===== config.mk =====
export PLATFORM = sky130hd
export DESIGN_NAME = serial_subtractor
export DESIGN_NICKNAME = d
export VERILOG_FILES = /design/src/rtl/serial_subtractor_pkg.sv /design/src/rtl/serial_subtractor_cell.sv /design/src/rtl/serial_subtractor.sv
export SDC_FILE = /design/constraint.sdc
export NUM_CORES = 1
export LEC_CHECK = 0
export BUFFER_PORTS_ARGS = -buffer_cell sky130_fd_sc_hd__buf_2
export CELL_PAD_IN_SITES_DETAIL_PLACEMENT = 0
export CELL_PAD_IN_SITES_GLOBAL_PLACEMENT = 1
export CORE_MARGIN = 2
export CORE_UTILIZATION = 36
export DETAILED_ROUTE_END_ITERATION = 10
export PLACE_DENSITY = 0.69
export SETUP_SLACK_MARGIN = 0.5
export SYNTH_ARGS = -nofsm -noshare
export SYNTH_HDL_FRONTEND = slang
export SYNTH_SLANG_ARGS = --single-unit
export TNS_END_PERCENT = 100

===== constraint.sdc =====
create_clock -name clk -period 1.23 [get_ports clk]
set_input_delay 0.369 -clock clk [delete_from_list [all_inputs] [get_ports clk]]
set_output_delay 0.369 -clock clk [all_outputs]
set_load 0.01 [all_outputs]

===== src/rtl/serial_subtractor_pkg.sv =====
// Shared constants for the bit-serial subtractor: state encoding, default width, counter sizing.
// Add/subtract select is compiled in with SERIAL_SUB_ADD_MODE_EN.
package serial_subtractor_pkg;

    localparam int unsigned NB_BITS_DEFAULT = 4;

    typedef enum logic [1:0] {
        IDLE  = 2'd0,
        SHIFT = 2'd1,
        DONE  = 2'd2
    } state_t;

    // Bits needed to count 0..nb inclusive: ceil(log2(nb+1)).
    function automatic int unsigned cnt_width(input int unsigned nb);
        return $clog2(nb + 1);
    endfunction

    localparam int unsigned CNT_W_DEFAULT = cnt_width(NB_BITS_DEFAULT);

endpackage


===== src/rtl/serial_subtractor_cell.sv =====
// Single-bit full subtractor cell (a - b - bin). With SERIAL_SUB_ADD_MODE_EN defined,
// op=1 turns it into a full adder (bin/bout act as carry-in/carry-out).
module full_subtractor (
    input  logic a,
    input  logic b,
    input  logic bin,
`ifdef SERIAL_SUB_ADD_MODE_EN
    input  logic op,
`endif
    output logic d,
    output logic bout
);

    logic borrow;

    assign d      = a ^ b ^ bin;
    assign borrow = (~a & b) | (~(a ^ b) & bin);

`ifdef SERIAL_SUB_ADD_MODE_EN
    logic carry;

    assign carry = (a & b) | ((a ^ b) & bin);
    assign bout  = op ? carry : borrow;
`else
    assign bout  = borrow;
`endif

endmodule


===== src/rtl/serial_subtractor.sv =====
// Bit-serial subtractor: d = a - b - bi, LSB first, one full_subtractor cell behind start/done.
// Optional SERIAL_SUB_ADD_MODE_EN adds an op input selecting addition (op=1).
module serial_subtractor
    import serial_subtractor_pkg::*;
#(
    parameter int unsigned NB_BITS = NB_BITS_DEFAULT
) (
    input  logic               clk,
    input  logic               rst_n,
    input  logic               start,
    input  logic [NB_BITS-1:0] a,
    input  logic [NB_BITS-1:0] b,
    input  logic               bi,
`ifdef SERIAL_SUB_ADD_MODE_EN
    input  logic               op,
`endif
    output logic               busy,
    output logic               done,
    output logic [NB_BITS-1:0] d,
    output logic               bo
);

    localparam int unsigned CNT_W = cnt_width(NB_BITS);

    state_t             state, state_next;
    logic [NB_BITS-1:0] a_sr, a_sr_nxt;
    logic [NB_BITS-1:0] b_sr, b_sr_nxt;
    logic [NB_BITS-2:0] res_sr, res_nxt;
    logic               br, br_nxt;
    logic [CNT_W-1:0]   cnt, cnt_nxt;
    logic               busy_nxt, done_nxt, bo_nxt;
    logic [NB_BITS-1:0] d_nxt;
    logic               cell_d, cell_bo;
    logic               last_bit;

`ifdef SERIAL_SUB_ADD_MODE_EN
    logic op_q, op_nxt;
`endif

    full_subtractor u_cell (
        .a    (a_sr[0]),
        .b    (b_sr[0]),
        .bin  (br),
`ifdef SERIAL_SUB_ADD_MODE_EN
        .op   (op_q),
`endif
        .d    (cell_d),
        .bout (cell_bo)
    );

    assign last_bit = (cnt == CNT_W'(NB_BITS - 1));

    // State and datapath registers
    always_ff @(posedge clk) begin
        if (!rst_n) begin
            state  <= IDLE;
            a_sr   <= '0;
            b_sr   <= '0;
            res_sr <= '0;
            br     <= 1'b0;
            cnt    <= '0;
            busy   <= 1'b0;
            done   <= 1'b0;
            d      <= '0;
            bo     <= 1'b0;
`ifdef SERIAL_SUB_ADD_MODE_EN
            op_q   <= 1'b0;
`endif
        end else begin
            state  <= state_next;
            a_sr   <= a_sr_nxt;
            b_sr   <= b_sr_nxt;
            res_sr <= res_nxt;
            br     <= br_nxt;
            cnt    <= cnt_nxt;
            busy   <= busy_nxt;
            done   <= done_nxt;
            d      <= d_nxt;
            bo     <= bo_nxt;
`ifdef SERIAL_SUB_ADD_MODE_EN
            op_q   <= op_nxt;
`endif
        end
    end

    // Next-state logic
    always_comb begin
        state_next = state;
        case (state)
            IDLE:    if (start) state_next = SHIFT;
            SHIFT:   if (last_bit) state_next = DONE;
            DONE:    state_next = IDLE;
            default: state_next = IDLE;
        endcase
    end

    // Datapath and output next values; busy spans capture through the done pulse
    always_comb begin
        a_sr_nxt = a_sr;
        b_sr_nxt = b_sr;
        res_nxt  = res_sr;
        br_nxt   = br;
        cnt_nxt  = cnt;
        d_nxt    = d;
        bo_nxt   = bo;
        busy_nxt = (state_next != IDLE) || (state == DONE);
        done_nxt = (state == DONE);
`ifdef SERIAL_SUB_ADD_MODE_EN
        op_nxt   = op_q;
`endif
        case (state)
            IDLE: begin
                if (start) begin
                    a_sr_nxt = a;
                    b_sr_nxt = b;
                    br_nxt   = bi;
                    res_nxt  = '0;
                    cnt_nxt  = '0;
`ifdef SERIAL_SUB_ADD_MODE_EN
                    op_nxt   = op;
`endif
                end
            end
            SHIFT: begin
                a_sr_nxt = a_sr >> 1;
                b_sr_nxt = b_sr >> 1;
                res_nxt  = (NB_BITS-1)'({cell_d, res_sr} >> 1);
                br_nxt   = cell_bo;
                cnt_nxt  = cnt + CNT_W'(1);
                if (last_bit) begin
                    d_nxt  = {cell_d, res_sr};
                    bo_nxt = cell_bo;
                end
            end
            default: ;
        endcase
    end

endmodule


==> run_results.csv <==
group,metric,value,unit
sta,setup_tns,0,ps
synthesis,synth_seq_area_share,47.6,%
detailed_routing,wl_per_cell,12.9,um
critical_path,r2r_cells,4,
detailed_routing,vias,837,
critical_path,r2r_start,"br",
place,dpl_worst_slack,-0.637,ps
final_layout,antenna_cells,0,
synthesis,async_flop_share,0,%
detailed_routing,route.detailed.drc,0,
sta,final.setup_skew,6.11,ps
synthesis,yosysTopAreaCellShare,47.6,%
detailed_routing,ant_nets,0,
final_layout,syn2layout_area_growth,44.8,%
clock_network,clock-sinks,24,
synthesis,syn_inst,104,
clock_network,cts_tree,"yes",
final_layout,fin_cells,166,
place,portBuffers,18,
detailed_routing,dr_wl_met2,1.06,mm
sta,slew_headroom,82.0,%
detailed_routing,via_per_inst,5.04,
place,numPlacedInstances,157,
clock_network,cts_buffer_depth,2,
synthesis,ys_top_cells_by_count,"dfxtp_1, nand2_1, mux2i_1, o211ai_1, o21ai_2",
power_and_ir_drop,power.leakage,0.564,nW
critical_path,path_delay_family,"adder cells",
critical_path,critPathBufInv,1,
critical_path,required,1480,ps
synthesis,ys_types,25,
detailed_routing,totalWireLength,2.13,mm
critical_path,cp-start-kind,"flip-flop",
sta,tightest_slew,269,ps
sta,finalSetupViolCount,0,
floorplan,die_area,3240,um2
final_layout,fin_area,1460,um2
sta,min_period,1180,ps
clock_network,clkTransAtPathRegs,140,ps
synthesis,synth_nets,119,
worst_hold_path,min_path_cells,3,
detailed_routing,topRoutingLayerUsed,"met4",
synthesis,synth_warnings,0,
critical_path,critPathSlowestCell,"fa_2",
floorplan,fp.coreArea,2710,um2
clock_network,clkLatencyLatePin,310,ps
final_layout,drive_above_1_share,59.3,%
power_and_ir_drop,ir_worst_vdd,0.000709,V
sta,max_freq,0.845,GHz
critical_path,rr_endpoint,"d[3]",
critical_path,critPathMaxFanout,2,
critical_path,slowest_delay,560,ps
synthesis,syn_avg_cell_area,9.70,um2
final_layout,fill_cells,260,
synthesis,synth-seq-cells,24,
power_and_ir_drop,p_per_area,1120,nW/um2
grt,grt_max_degree,15,
floorplan,die_w,56.9,um
place,place_area,1250,um2
critical_path,end_kind,"flip-flop",
synthesis,yosys.area.top_type,"dfxtp_1",
place,hpwl,1.52,mm
grt,grt_usage,15.5,%
clock_network,cts_buffers,3,
synthesis,ys.flop_type,"dfxtp_1",
clock_network,ctsHoldBuffers,0,
sta,timing.final.crit_share,96.2,%
worst_hold_path,min_from,"a[3]",
critical_path,r2r_slack,50,ps
sta,rsz0062_at_grt,"yes",
detailed_routing,wl_met1,995,um
synthesis,synthTopCellsByArea,"dfxtp_1, mux2i_1, o21ai_2",
critical_path,crit_path_cell_trace,"inv_2, fa_2, nand2_2, o21ai_1",
synthesis,synth_area,1010,um2
sta,final-max-slew-violation-count,0,
floorplan,die_h,56.9,um
grt,antenna_found_initial,0,
place,place_congestion,0.728,
critical_path,path_class,"flip-flop to flip-flop",
synthesis,synth_most_common_cell,"dfxtp_1",
clock_network,h-tree-depth,1,
worst_hold_path,hold_path_class,"primary input to flip-flop",
clock_network,cts_root_buf,"clkbuf_4",
worst_hold_path,whs_endpoint,"a_sr[3]",
floorplan,io_pins,19,
floorplan,row_count,19,
synthesis,synth-edff-count,0,
floorplan,initial_core_util,37.2,%
critical_path,cp.arrival,1440,ps
grt,grt_pass1_wl,4.00,mm
final_layout,layout.nets,151,
run_status,status,"completed",
sta,holdWs,295,ps
detailed_routing,met3WireLength,54,um
grt,overflow,0,
detailed_routing,drt-initial-drc-count,9,
detailed_routing,drtPass1Iterations,3,
sta,setup_ws,46.3,ps
sta,hold_violations,0,
grt,grt_pass1_vias,874,
run,cap_violations,0,
==> report_power, final <==
part	internal, W	switching [W]	total, W	leakage [nW]
combinational	0.000110	0.000121	0.000230	0.335
sequential	0.000811	0.0000225	0.000834	0.201
clock	0.000329	0.000242	0.000571	0.0279
total	0.00125	0.000385	0.00164	0.564
==> area by class of cell <==
| cell class | count | area [um2] | area share (%) |
|---|---|---|---|
| clock buffers | 3 | 22.5 | 1.54 |
| inverters | 6 | 27.5 | 1.89 |
| well taps | 31 | 38.8 | 2.66 |
| clock inverters | 1 | 30.0 | 2.06 |
| flip-flops and latches | 24 | 498 | 34.1 |
| multi-input cells | 67 | 583 | 39.9 |
| repair buffers | 34 | 260 | 17.8 |
==> cells in the final DEF, fill, tap and decap left out, drive strengths merged <==
cell type,n
fa,1
o21ai,11
dfxtp,24
buf,34
o31ai,2
nand3,5
or3,1
nor3,2
clkbuf,3
mux2i,8
o32ai,1
ha,2
or3b,1
o211ai,8
o22ai,6
nand3b,1
a211oi,1
nor2,4
nand2,12
inv,6
bufinv,1
nand2b,1
==> stage by stage <==
stage          power [W]  utilization [%]
4_1_cts          0.00163             51.3
3_5_place_dp     0.00104             46.2
2_1_floorplan   0.000989                -
6_report         0.00164             53.9
5_1_grt          0.00173             53.9
3_3_place_gp     0.00104             46.2
==> worst max path at each step <==
stage            from       to  slack (ps)  depth (start not counted)
5_1_grt        cnt[0]       bo          -8                          6
3_3_place_gp    rst_n  a_sr[1]          40                          4
3_5_place_dp       br       bo        -0.6                          3
4_1_cts        cnt[0]       bo           8                          5
6_report           br     d[3]          50                          4
2_1_floorplan   rst_n  a_sr[0]         120                          4
==> metal layers <==
metal / up-vias / global-route usage (%)
li1: 434 / -
met1: 388 / 20.8
met2: 13 / 25.3
met3: 2 / 2.76
met4: 0 / 4.98
met5: - / 0
==> worst register-to-register path, stage by stage (launching register included) <==
cell and delay, ps:
dfxtp_2 360, inv_2 40, fa_2 560, nand2_2 60, o21ai_1 110
==> sequential cells by signal (all words and copies together), names as in the netlist <==
| name | flops |
|---|---|
| res_sr | 3 |
| busy | 1 |
| b_sr | 4 |
| cnt | 3 |
| state | 2 |
| done | 1 |
| br | 1 |
| a_sr | 4 |
| bo | 1 |
| d | 4 |
==> cells by family after synthesis <==
group | count (synthesis) | share of synthesized area, %
compound gates | 29 | 20.8
simple gates | 27 | 13.0
flops | 24 | 47.6
buf+inv | 13 | 6.08
mux | 8 | 7.94
fa+ha+maj | 3 | 4.47
==> what timing repair did <==
action / CTS / global route
setup endpoints to repair: 31 / 31
resized for setup: 17 / 16
buffers inserted: 5 / 0
pin swaps: 4 / 5
Note: power is estimated with default switching activity, not from simulation.
